<file path="src/rtl/serial_adder_scheduler.sv">
// Two-requester bit-serial adder: one shared full-adder cell, round-robin grant, LSB first.
//   state | meaning
//   IDLE  | arbitrate; load granted operands on the accept edge
//   ADD   | one sum bit per clock through the shared cell
//   HOLD  | result presented until rsp_ready
module serial_adder_scheduler #(
  parameter int WIDTH = 4
) (
  input  logic             clk,
  input  logic             rst_n,
  input  logic             req0_valid,
  output logic             req0_ready,
  input  logic [WIDTH-1:0] req0_a,
  input  logic [WIDTH-1:0] req0_b,
  input  logic             req0_cin,
  input  logic             req1_valid,
  output logic             req1_ready,
  input  logic [WIDTH-1:0] req1_a,
  input  logic [WIDTH-1:0] req1_b,
  input  logic             req1_cin,
  output logic             rsp_valid,
  input  logic             rsp_ready,
  output logic [WIDTH-1:0] rsp_s,
  output logic             rsp_cout,
  output logic             rsp_id,
  output logic             busy
);

  localparam int CW = $clog2(WIDTH);
  localparam logic [CW-1:0] LAST_BIT = CW'(WIDTH - 1);

  typedef enum logic [1:0] {IDLE, ADD, HOLD} state_t;

  state_t           state_q, state_d;
  logic [WIDTH-1:0] a_q, a_d;
  logic [WIDTH-1:0] b_q, b_d;
  logic [WIDTH-1:0] sum_q, sum_d;
  logic             carry_q, carry_d;
  logic [CW-1:0]    cnt_q, cnt_d;
  logic             last_grant_q, last_grant_d;
  logic             rsp_id_q, rsp_id_d;
  logic             rsp_cout_q, rsp_cout_d;
  logic             rsp_valid_q, rsp_valid_d;
  logic             busy_q, busy_d;

  logic grant0, grant1;
  logic bit_s, bit_c;

  always_comb begin
    grant0     = req0_valid & (~req1_valid | last_grant_q);
    grant1     = req1_valid & (~req0_valid | ~last_grant_q);
    req0_ready = (state_q == IDLE) & grant0;
    req1_ready = (state_q == IDLE) & grant1;

    bit_s = a_q[0] ^ b_q[0] ^ carry_q;
    bit_c = (a_q[0] & b_q[0]) | (a_q[0] & carry_q) | (b_q[0] & carry_q);

    state_d      = state_q;
    a_d          = a_q;
    b_d          = b_q;
    sum_d        = sum_q;
    carry_d      = carry_q;
    cnt_d        = cnt_q;
    last_grant_d = last_grant_q;
    rsp_id_d     = rsp_id_q;
    rsp_cout_d   = rsp_cout_q;
    rsp_valid_d  = rsp_valid_q;
    busy_d       = busy_q;

    case (state_q)
      IDLE: begin
        if (grant0 | grant1) begin
          a_d          = grant1 ? req1_a : req0_a;
          b_d          = grant1 ? req1_b : req0_b;
          carry_d      = grant1 ? req1_cin : req0_cin;
          cnt_d        = '0;
          rsp_id_d     = grant1;
          last_grant_d = grant1;
          busy_d       = 1'b1;
          state_d      = ADD;
        end
      end
      ADD: begin
        // sum fills from the top, so after WIDTH shifts bit 0 sits at the LSB
        sum_d   = {bit_s, sum_q[WIDTH-1:1]};
        carry_d = bit_c;
        a_d     = {1'b0, a_q[WIDTH-1:1]};
        b_d     = {1'b0, b_q[WIDTH-1:1]};
        cnt_d   = cnt_q + 1'b1;
        if (cnt_q == LAST_BIT) begin
          rsp_cout_d  = bit_c;
          rsp_valid_d = 1'b1;
          state_d     = HOLD;
        end
      end
      HOLD: begin
        if (rsp_ready) begin
          rsp_valid_d = 1'b0;
          busy_d      = 1'b0;
          state_d     = IDLE;
        end
      end
      default: begin
        rsp_valid_d = 1'b0;
        busy_d      = 1'b0;
        state_d     = IDLE;
      end
    endcase
  end

  always_ff @(posedge clk or negedge rst_n) begin
    if (!rst_n) begin
      state_q      <= IDLE;
      a_q          <= '0;
      b_q          <= '0;
      sum_q        <= '0;
      carry_q      <= 1'b0;
      cnt_q        <= '0;
      last_grant_q <= 1'b1;
      rsp_id_q     <= 1'b0;
      rsp_cout_q   <= 1'b0;
      rsp_valid_q  <= 1'b0;
      busy_q       <= 1'b0;
    end else begin
      state_q      <= state_d;
      a_q          <= a_d;
      b_q          <= b_d;
      sum_q        <= sum_d;
      carry_q      <= carry_d;
      cnt_q        <= cnt_d;
      last_grant_q <= last_grant_d;
      rsp_id_q     <= rsp_id_d;
      rsp_cout_q   <= rsp_cout_d;
      rsp_valid_q  <= rsp_valid_d;
      busy_q       <= busy_d;
    end
  end

  assign rsp_valid = rsp_valid_q;
  assign rsp_s     = sum_q;
  assign rsp_cout  = rsp_cout_q;
  assign rsp_id    = rsp_id_q;
  assign busy      = busy_q;

endmodule

</file>
<file path="config.mk">
export PLATFORM = sky130hd
export DESIGN_NAME = serial_adder_scheduler
export DESIGN_NICKNAME = d
export VERILOG_FILES = /design/src/rtl/serial_adder_scheduler.sv
export SDC_FILE = /design/constraint.sdc
export NUM_CORES = 1
export LEC_CHECK = 0
export ABC_CLOCK_PERIOD_IN_PS = 1700
export CAP_MARGIN = 5
export CORE_ASPECT_RATIO = 1.25
export CORE_UTILIZATION = 47
export CTS_CLUSTER_SIZE = 40
export DETAILED_ROUTE_END_ITERATION = 10
export HOLD_SLACK_MARGIN = 0.15
export PLACE_DENSITY = 0.79
export SLEW_MARGIN = 0
export SYNTH_ARGS = -nofsm -noshare
export SYNTH_HDL_FRONTEND = slang
export SYNTH_SLANG_ARGS = --single-unit
</file>
<file path="constraint.sdc">
create_clock -name clk -period 1.7 [get_ports clk]
set_input_delay 0.255 -clock clk [delete_from_list [all_inputs] [get_ports clk]]
set_output_delay 0.255 -clock clk [all_outputs]
set_load 0.01 [all_outputs]
</file>
==> out/results.tsv <==
metric	value	unit
status	complete, no violations	
fin_worst_skew	0.00236	ns
yosysTopAreaCellShare	45.0	%
worstReg2RegStart	state_q[1]	
fmax	0.609	GHz
r2r-end	rsp_cout	
cp.required	1.44	ns
clk_latency	0.30	ns
drv_cap	0	
synth-simple-area-share	21.1	%
via_count	995	
ys.flop_type	dfrtp_1	
finalCriticalPeriod	1.64	ns
port-buffer-count	32	
p_leak	0.000701	uW
tightest_slew	0.411	ns
slew_headroom	72.3	%
avgSynthCellArea	10.4	sq um
viasPerCell	5.41	
setup_ws	0.0580	ns
cts_buffer_depth	2	
yosys-mux-area-fraction	2.68	%
n_fill_cell	188	
layout-drive-gt1-share	23.5	%
syn_to_final_growth	35.8	%
seq_power_share	37.8	%
cts_tree	built	
num_rows	19	
hpwl	1940	microns
ir_drop	1.02	mV
synthArstFlopShare	100	%
route.final.wire_length	2680	microns
h-tree-depth	1	
pre_cts_ws	-0.280	ns
firstDrtPassIters	4	
grt_usage	22.6	%
power_density	1560	mW/mm^2
synth_seq_cells	22	
pwr-share-clk	10.1	%
clock-root-buffer	clkbuf_4	
synth_top_family_by_area	compound AO/OA/AOI/OAI gates	
hp-class	in -> async	
gp_congestion	0.814	
core_area	0.00228	sq mm
synth_largest_area_cell	dfrtp_1	
postSynthCellCount	112	
p_sw_share	37.5	%
wl_per_cell	14.5	microns
whs	0.288	ns
fp.dieH	57.7	microns
p_switching	924	uW
internal_power	1540	uW
cp_cell_sequence	nand2b_1 > and3_2 > dlygate4sd2_1	
reg2reg_slack	0.19	ns
grt_pass1_vias	994	
worst-path-max-fanout	2	
finalCritPeriodShare	96.6	%
io_pins	33	
cpPeakStageDelay	0.55	ns
worst-r2r-cell-count	4	
slew_viol_final	0	
diodes	0	
synth_fa_ha_area_share	2.79	%
cp-end-kind	primary output	
hold_viol_final	0	
synth_warnings	0	
path_clk_slew	0.12	ns
slowest_stage	dfstp_2	
antenna_found_initial	0	
synth_nets	137	
layout.nets	179	
synth_most_common_cell	dfrtp_1	
ctsHoldBuffers	0	
setup_viol	0	
comb_power_share	52.1	%
drt_iter0_markers	10	
synth_enable_flop_cells	0	
synth_compound_area_share	21.2	%
grt_pass1_wl	4390	microns
crit_end	req0_ready	
crit_type	reg -> out	
cts_sinks	22	
cp.arrival	1.39	ns
die-area	0.00269	sq mm
initial_core_util	51.2	%
grt-ovfl-total	0	
drc	0	
critPathLaunchType	flip-flop	
yosysSeqAreaShare	47.3	%
ant_nets	0	
syn_area	0.00117	sq mm
synth.distinct_cells	30	
cts_made_buffers	3	
cp-startpoint	last_grant_q	
grt_max_degree	23	
ys_top_cells_by_count	21 x dfrtp_1, 18 x nand2_1, 13 x o21ai_0	
synth_area_leaders	dfrtp_1 45%, nand2_1 5.8%, o21ai_0 5.6%	
fp.dieW	46.6	microns
synthXorXnorAreaFrac	0	%
## per-stage QoR
step	setup TNS, ns	utilization (%)	power (uW)	instances	cell area, sq um
after CTS	-0.00681	68.4	2460	181	1560
after global routing	-0.000574	69.5	2670	184	1590
after detailed placement	-0.665	67.0	2210	177	1530
final	0	69.5	2470	184	1590
after global placement	-0.434	67.0	2160	177	1530
after floorplan	0	-	1780	112	1170
## final cells by class
type                    count  area (sq um)  share of cell area [%]
well taps                  31          38.8                    2.45
flip-flops and latches     22           552                    34.8
repair buffers             43           403                    25.4
multi-input cells          84           566                    35.7
clock buffers               4          26.3                    1.66
## routing by layer
metal	global-route usage, %	routed length, microns	part of all wire, %	up-vias
met3	2.80	84	3.1	6
li1	-	-	-	483
met1	31.0	1250	47	473
met2	35.5	1290	48	33
met4	8.82	56	2.1	0
met5	0	0	0	-
## power by group through the flow
| stage | logic [uW] | registers [uW] | clock network [uW] |
|---|---|---|---|
| 2_1_floorplan | 811 | 969 | 0 |
| 3_3_place_gp | 1230 | 932 | 0 |
| 3_5_place_dp | 1260 | 945 | 0 |
| 4_1_cts | 1270 | 938 | 256 |
| 5_1_grt | 1440 | 961 | 273 |
| 6_report | 1290 | 933 | 248 |
## worst max-delay path: cells and delay by family, from the launching register on
kind | cells | cell delay, ns
AND/OR/NAND/NOR | 2 | 0.27
flip-flops | 1 | 0.55
buffers and inverters | 1 | 0.26
## sequential cells by signal, summed over array words and instances (netlist names)
name and cells:
rsp_id 1, rsp_cout 1, rsp_s 4, a_q 4
rsp_valid 1, busy 1, state_q 2, cnt_q 2
b_q 4, last_grant_q 1, carry_q 1
## cell families after synthesis
family,after synthesis
AND/OR/NAND/NOR,43
AO/OA/AOI/OAI,36
flip-flops,22
buffers and inverters,6
multiplexers,3
adder cells (fa/ha/maj),2
## worst min-delay path by stage
stage              from  endpoint  slack [ns]  depth (start not counted)
6_report          rst_n   carry_q        0.29                          2
5_1_grt           rst_n  rsp_s[3]        0.32                          2
4_1_cts           rst_n    b_q[0]        0.30                          2
3_5_place_dp   rsp_s[0]  rsp_s[0]        0.47                          2
3_3_place_gp   rsp_s[0]  rsp_s[0]        0.46                          2
2_1_floorplan     rst_n    a_q[0]       -0.04                          0
## what timing repair did
item,in CTS,in global routing
buffers inserted,0,3
gates cloned,0,0
endpoints found under the setup margin,2,2
pin swaps,0,0
gates resized for setup,5,3
## layout by cell type, fill, tap and decap left out
| cell | n |
|---|---|
| nor3_2 | 1 |
| nand2_1 | 18 |
| and2b_2 | 7 |
| fa_1 | 1 |
| dfrtp_1 | 21 |
| and2_2 | 7 |
| mux2_2 | 1 |
| clkdlybuf4s50_1 | 29 |
| or2_0 | 1 |
| dfstp_2 | 1 |
| clkbuf_2 | 1 |
| a221oi_1 | 7 |
| dlymetal6s2s_1 | 1 |
| nand2b_1 | 1 |
| buf_6 | 1 |
| clkbuf_1 | 1 |
| dlygate4sd2_1 | 1 |
| nor2_1 | 3 |
| o31ai_1 | 7 |
| a21oi_1 | 3 |
| nor2_4 | 1 |
| ha_1 | 1 |
| or2b_1 | 1 |
| a22o_2 | 1 |
| o2bb2ai_1 | 2 |
| clkbuf_4 | 3 |
| a21bo_1 | 1 |
| and2b_1 | 1 |
| o21ba_2 | 1 |
| a31oi_1 | 1 |
| nor3_1 | 1 |
| mux2i_1 | 2 |
| and3_2 | 1 |
| buf_4 | 10 |
| o21ai_0 | 13 |
No activity file was read; power rests on OpenSTA's default activity.
